`config.mk`:
```
export PLATFORM = sky130hd
export DESIGN_NAME = product_accumulator
export DESIGN_NICKNAME = d
export VERILOG_FILES = /design/src/rtl/mac_pkg.sv /design/src/rtl/sat_add.sv /design/src/rtl/product_accumulator.sv
export SDC_FILE = /design/constraint.sdc
export NUM_CORES = 1
export LEC_CHECK = 0
export CAP_MARGIN = 15
export CORE_MARGIN = 2
export CORE_UTILIZATION = 48
export CTS_CLUSTER_DIAMETER = 150
export DETAILED_ROUTE_END_ITERATION = 16
export GPL_TIMING_DRIVEN = 0
export PLACE_DENSITY = 0.84
export SETUP_SLACK_MARGIN = 0.5
export SYNTH_ARGS = -nofsm -noshare
export SYNTH_HDL_FRONTEND = slang
export SYNTH_SLANG_ARGS = --single-unit
```
`constraint.sdc`:
```
create_clock -name clk -period 3.2 [get_ports clk]
set_clock_uncertainty 0.05 [all_clocks]
set_input_delay 0.64 -clock clk [delete_from_list [all_inputs] [get_ports clk]]
set_output_delay 0.64 -clock clk [all_outputs]
set_load 0.03 [all_outputs]
```
`src/rtl/mac_pkg.sv`:
```
// Shared types and default widths for the multiply-accumulate datapath.
package mac_pkg;

    typedef enum logic {
        ACCUM = 1'b0,
        HOLD  = 1'b1
    } acc_state_t;

    localparam int MAC_PROD_W  = 8;
    localparam int MAC_ACC_W   = 16;
    localparam int MAC_MAX_LEN = 16;

endpackage

```
`src/rtl/sat_add.sv`:
```
// Combinational accumulator adder: zero-extends b, reports the carry out of ACC_W
// and optionally clamps the sum to all-ones when that carry occurs.
module sat_add #(
    parameter int ACC_W    = 16,
    parameter int B_W      = 8,
    parameter int SATURATE = 1
) (
    input  logic [ACC_W-1:0] a,
    input  logic [B_W-1:0]   b,
    output logic [ACC_W-1:0] sum,
    output logic             carry
);

    logic [ACC_W:0] full;

    assign full  = {1'b0, a} + (ACC_W + 1)'(b);
    assign carry = full[ACC_W];
    assign sum   = ((SATURATE != 0) && carry) ? '1 : full[ACC_W-1:0];

endmodule

```
`src/rtl/product_accumulator.sv`:
```
// Accumulates blocks of multiplier products and presents each closed block as a
// registered result. Handshakes: a transfer happens on a rising edge where valid && ready.
module product_accumulator
    import mac_pkg::*;
#(
    parameter int PROD_W   = MAC_PROD_W,
    parameter int ACC_W    = MAC_ACC_W,
    parameter int MAX_LEN  = MAC_MAX_LEN,
    parameter int SATURATE = 1,
    parameter int CNT_W    = $clog2(MAX_LEN + 1)
) (
    input  logic              clk,
    input  logic              rst,
    input  logic              in_valid,
    output logic              in_ready,
    input  logic [PROD_W-1:0] in_prod,
    input  logic              in_last,
    output logic              out_valid,
    input  logic              out_ready,
    output logic [ACC_W-1:0]  out_sum,
    output logic [CNT_W-1:0]  out_count,
    output logic              out_ovf,
    output logic              dbg_state
);

    acc_state_t       state;
    logic [ACC_W-1:0] acc;
    logic [ACC_W-1:0] acc_next;
    logic             carry;
    logic [CNT_W-1:0] cnt;
    logic [CNT_W-1:0] cnt_next;
    logic             ovf;
    logic             ovf_next;
    logic             accept;
    logic             close;

    sat_add #(
        .ACC_W   (ACC_W),
        .B_W     (PROD_W),
        .SATURATE(SATURATE)
    ) u_add (
        .a    (acc),
        .b    (in_prod),
        .sum  (acc_next),
        .carry(carry)
    );

    // Both handshake outputs are pure functions of state, so no input reaches them combinationally.
    assign in_ready  = (state == ACCUM);
    assign out_valid = (state == HOLD);
    assign dbg_state = state;

    assign accept   = in_valid && in_ready;
    assign cnt_next = cnt + CNT_W'(1);
    assign ovf_next = ovf | carry;
    assign close    = in_last || (cnt_next == CNT_W'(MAX_LEN));

    always_ff @(posedge clk) begin
        if (rst) begin
            state     <= ACCUM;
            acc       <= '0;
            cnt       <= '0;
            ovf       <= 1'b0;
            out_sum   <= '0;
            out_count <= '0;
            out_ovf   <= 1'b0;
        end else if (state == ACCUM) begin
            if (accept) begin
                acc <= acc_next;
                cnt <= cnt_next;
                ovf <= ovf_next;
                if (close) begin
                    out_sum   <= acc_next;
                    out_count <= cnt_next;
                    out_ovf   <= ovf_next;
                    state     <= HOLD;
                end
            end
        end else begin
            // Result registers keep their values after the handshake; only the running block clears.
            if (out_ready) begin
                acc   <= '0;
                cnt   <= '0;
                ovf   <= 1'b0;
                state <= ACCUM;
            end
        end
    end

endmodule

```
==> impl_metrics.csv <==
group,metric,value,unit
run_status,status,"completed",
cts,cts_tree,"built",
synth,synthCells,277,
floorplanning,rows,25,
synth,yosysWarnings,0,
cts,cts.clk_slew.worst_paths,0.08,ns
timing,setup_viol,0,
drt,avgViaCountPerCell,5.94,
job,drv.max_cap_violation_count,0,
grt,grt_pass1_vias,1991,
setup_path,worstRegToRegCells,8,
power,leakage,1.04,nW
setup_path,crit_path_cell_trace,"clkdlybuf4s50_1 -> ha_1 -> fa_2 -> a211oi_2 -> o211ai_2 -> and3b_2 -> buf_4 -> nor3_1 -> nor3_1",
setup_path,crit_arrival,2.80,ns
floorplanning,die_h,73.6,um
cts,clock-sinks,45,
synth,async_flop_share,0,
cts,htreeDepth,2,
grt,overflow,0,
setup_path,startpoint_type,"input pin",
grt,grt_pass1_wl,9.14,mm
placed_design,gp_routability_congestion,0.896,
setup_path,cpPeakStageDelay,0.41,ns
timing,slew_viol_final,0,
power,p_per_area,445,nW/um^2
drt,first_iter_violations,214,
setup_path,path_delay_family,"adder cells",
floorplanning,io-pin-count,38,
floorplanning,core,4690,um^2
grt,antenna_found_initial,0,
setup_path,reg2reg_to,"out_ovf",
synth,synth_area,2320,um^2
finish,final_util,0.608,
timing,fin_crit_sh,0.836,
floorplanning,dieArea,5410,um^2
timing,rsz0062_at_grt,"false",
cts,clk_latency,0.30,ns
synth,ys_top_cells_by_area,"dfxtp_1 39%, nor2_1 5.5%, a21oi_1 5.4%, ha_1 5.4%, nor3_1 4.3%",
min_path,holdPathStages,2,
placed_design,io_buffers,36,
drt,dr.pass1.iters,5,
cts,cts-root-buf,"clkbuf_8",
synth,syn_nets,301,
timing,hold_slack,0.409,ns
synth,yosysTopAreaCellShare,0.388,
setup_path,r2r_slack,0.99,ns
cts,cts_buffers,5,
drt,drt-total-wl,5.68,mm
setup_path,path_max_fanout,10,
timing,finalSetupTns,0,ns
setup_path,worstSetupPathType,"in2reg",
setup_path,worst_r2r_startpoint,"acc[0]",
power,vdd_drop_max,0.214,mV
drt,drc_errors,0,
floorplanning,chipWidth,73.6,um
cts,clk_path_buf_depth,2,
drt,avgRoutedWirePerCell,15.1,um
synth,seq_area_frac_synth,0.388,
synth,synthFlopType,"dfxtp_1",
grt,grt_usage,0.219,
synth,ys_ff_latch,45,
setup_path,crit_slowest_cell,"clkdlybuf4s50_1",
synth,netlist-cell-type-count,46,
min_path,hold_end,"out_sum[8]",
setup_path,crit_top_cell,"nor3_1",
min_path,hold_start,"out_sum[8]",
setup_path,path_buf_inv,2,
drt,num_vias,2235,
drt,postRouteAntennaNets,0,
synth,yosysTopAreaCell,"dfxtp_1",
timing,max_freq,374,MHz
finish,drive_above_1_share,0.0963,
finish,diodes,0,
synth,synth-edff-count,0,
floorplanning,start_util,0.495,
synth,synth_area_per_cell,8.39,um^2
timing,worstMarginPinSlew,0.735,ns
min_path,hold_class,"reg2reg",
finish,area_delta_synth_final,22.8,%
timing,final.min_clock_period,2.67,ns
setup_path,cp-end-kind,"flip-flop",
grt,grt_max_degree,14,
setup_path,cp_data_required_time,3.33,ns
placed_design,dp_hpwl,4.16,mm
finish,nets,345,
timing,slew_headroom,0.510,
timing,finalHoldViolations,0,
## metal layers
| metal | vias to the layer above | wire, um | GRT usage |
|---|---|---|---|
| met1 | 1010 | 2430 | 0.268 |
| li1 | 1097 | - | - |
| met3 | 24 | 445 | 0.0562 |
| met4 | 0 | 191 | 0.109 |
| met2 | 104 | 2610 | 0.356 |
| met5 | - | 0 | 0 |
## where the power goes
part | leakage (nW) | switching, mW | internal (mW)
registers | 0.367 | 0.0196 | 0.591
clock network | 0.0385 | 0.188 | 0.155
logic | 0.634 | 0.190 | 0.126
total | 1.04 | 0.398 | 0.871
## state kept, by name, indices dropped and copies added, names as in the netlist
register and flops:
out_count 5, out_ovf 1, dbg_state 1, cnt 5, acc 16, ovf 1
out_sum 16
## cell families (layout without fill, tap and decap cells)
kind of cell | Yosys count | count (layout) | synth area share
AO/OA/AOI/OAI | 79 | 79 | 0.227
XOR/XNOR | 13 | 13 | 0.0490
adder cells (fa/ha/maj) | 11 | 11 | 0.0625
buffers and inverters | 22 | 67 | 0.0555
flip-flops | 45 | 45 | 0.388
AND/OR/NAND/NOR | 107 | 107 | 0.218
## metrics by stage
| step | power [mW] | area [um^2] | worst slack, ns | std cells |
|---|---|---|---|---|
| finish | 1.27 | 2850 | 0.526 | 376 |
| global placement | 0.921 | 2750 | -0.0619 | 367 |
| detailed placement | 0.928 | 2750 | -0.116 | 367 |
| floorplan | 0.828 | 2320 | 0.598 | 277 |
| CTS | 1.27 | 2850 | 0.553 | 376 |
| global route | 1.33 | 2850 | 0.502 | 376 |
## cell usage in the layout, fill, tap and decap left out, types with 3 or more instances in the layout
master | netlist | routed
a211oi_1 | 10 | 9
a22oi_1 | 4 | 4
nand2_1 | 23 | 22
buf_2 | 6 | 6
xnor2_1 | 5 | 5
or3_1 | 3 | 3
o211ai_1 | 4 | 4
dfxtp_1 | 45 | 45
nor2_1 | 34 | 34
clkbuf_8 | 0 | 5
o21ai_0 | 14 | 14
nand4_1 | 4 | 4
xor2_1 | 8 | 8
a21oi_1 | 25 | 25
a41oi_1 | 3 | 3
clkdlybuf4s50_1 | 0 | 36
ha_1 | 10 | 10
buf_6 | 4 | 4
a21o_1 | 3 | 3
nor3_1 | 20 | 20
nand3_1 | 12 | 12
buf_4 | 2 | 3
clkbuf_1 | 6 | 8
## synth_stat cells (2+ instances only)
cell type / instances
a211oi_1: 10
a21o_1: 3
a21oi_1: 25
a22oi_1: 4
a2bb2oi_1: 2
a31oi_1: 2
a32oi_1: 2
a41o_1: 2
a41oi_1: 3
and3_1: 2
buf_2: 6
buf_4: 2
buf_6: 4
clkbuf_1: 6
dfxtp_1: 45
ha_1: 10
inv_1: 2
nand2_1: 23
nand2b_1: 2
nand3_1: 12
nand4_1: 4
nor2_1: 34
nor3_1: 20
o211ai_1: 4
o21ai_0: 14
or3_1: 3
xnor2_1: 5
xor2_1: 8
## repair_timing
item,CTS,global route
gates resized for setup,2,1
endpoints found under the setup margin,31,10
hold buffers,0,0
setup buffers,1,0
pin swaps,2,0
## how the worst max path moves through the flow
stage                 endpoint  depth (start not counted)       start  slack, ns
finish                 out_ovf                          9  in_prod[0]       0.53
floorplan           out_sum[2]                          8  in_prod[0]       0.60
CTS                    out_ovf                          9  in_prod[0]       0.55
global placement        acc[1]                          9  in_prod[0]      -0.06
global route           out_ovf                          9  in_prod[0]       0.50
detailed placement     out_ovf                          9  in_prod[0]      -0.12
## area by class of cell
type                       instances  area [um^2]
multi-input combinational        210         1300
clock buffer                       7         76.3
timing repair buffer              37          368
clock inverter                     1         7.51
inverter                           2         7.51
sequential                        45          901
fill                             440         1840
buffer                            20          121
tap                               54         67.6
## tightest hold or removal path, delay by kind of cell, from the launching register on
family / cells / cell delay (ns)
DFF: 1 / 0.31
and+or+nand+nor: 1 / 0.05
AOI/OAI and AO/OA: 1 / 0.05
Power figures use the tool's default switching activity.
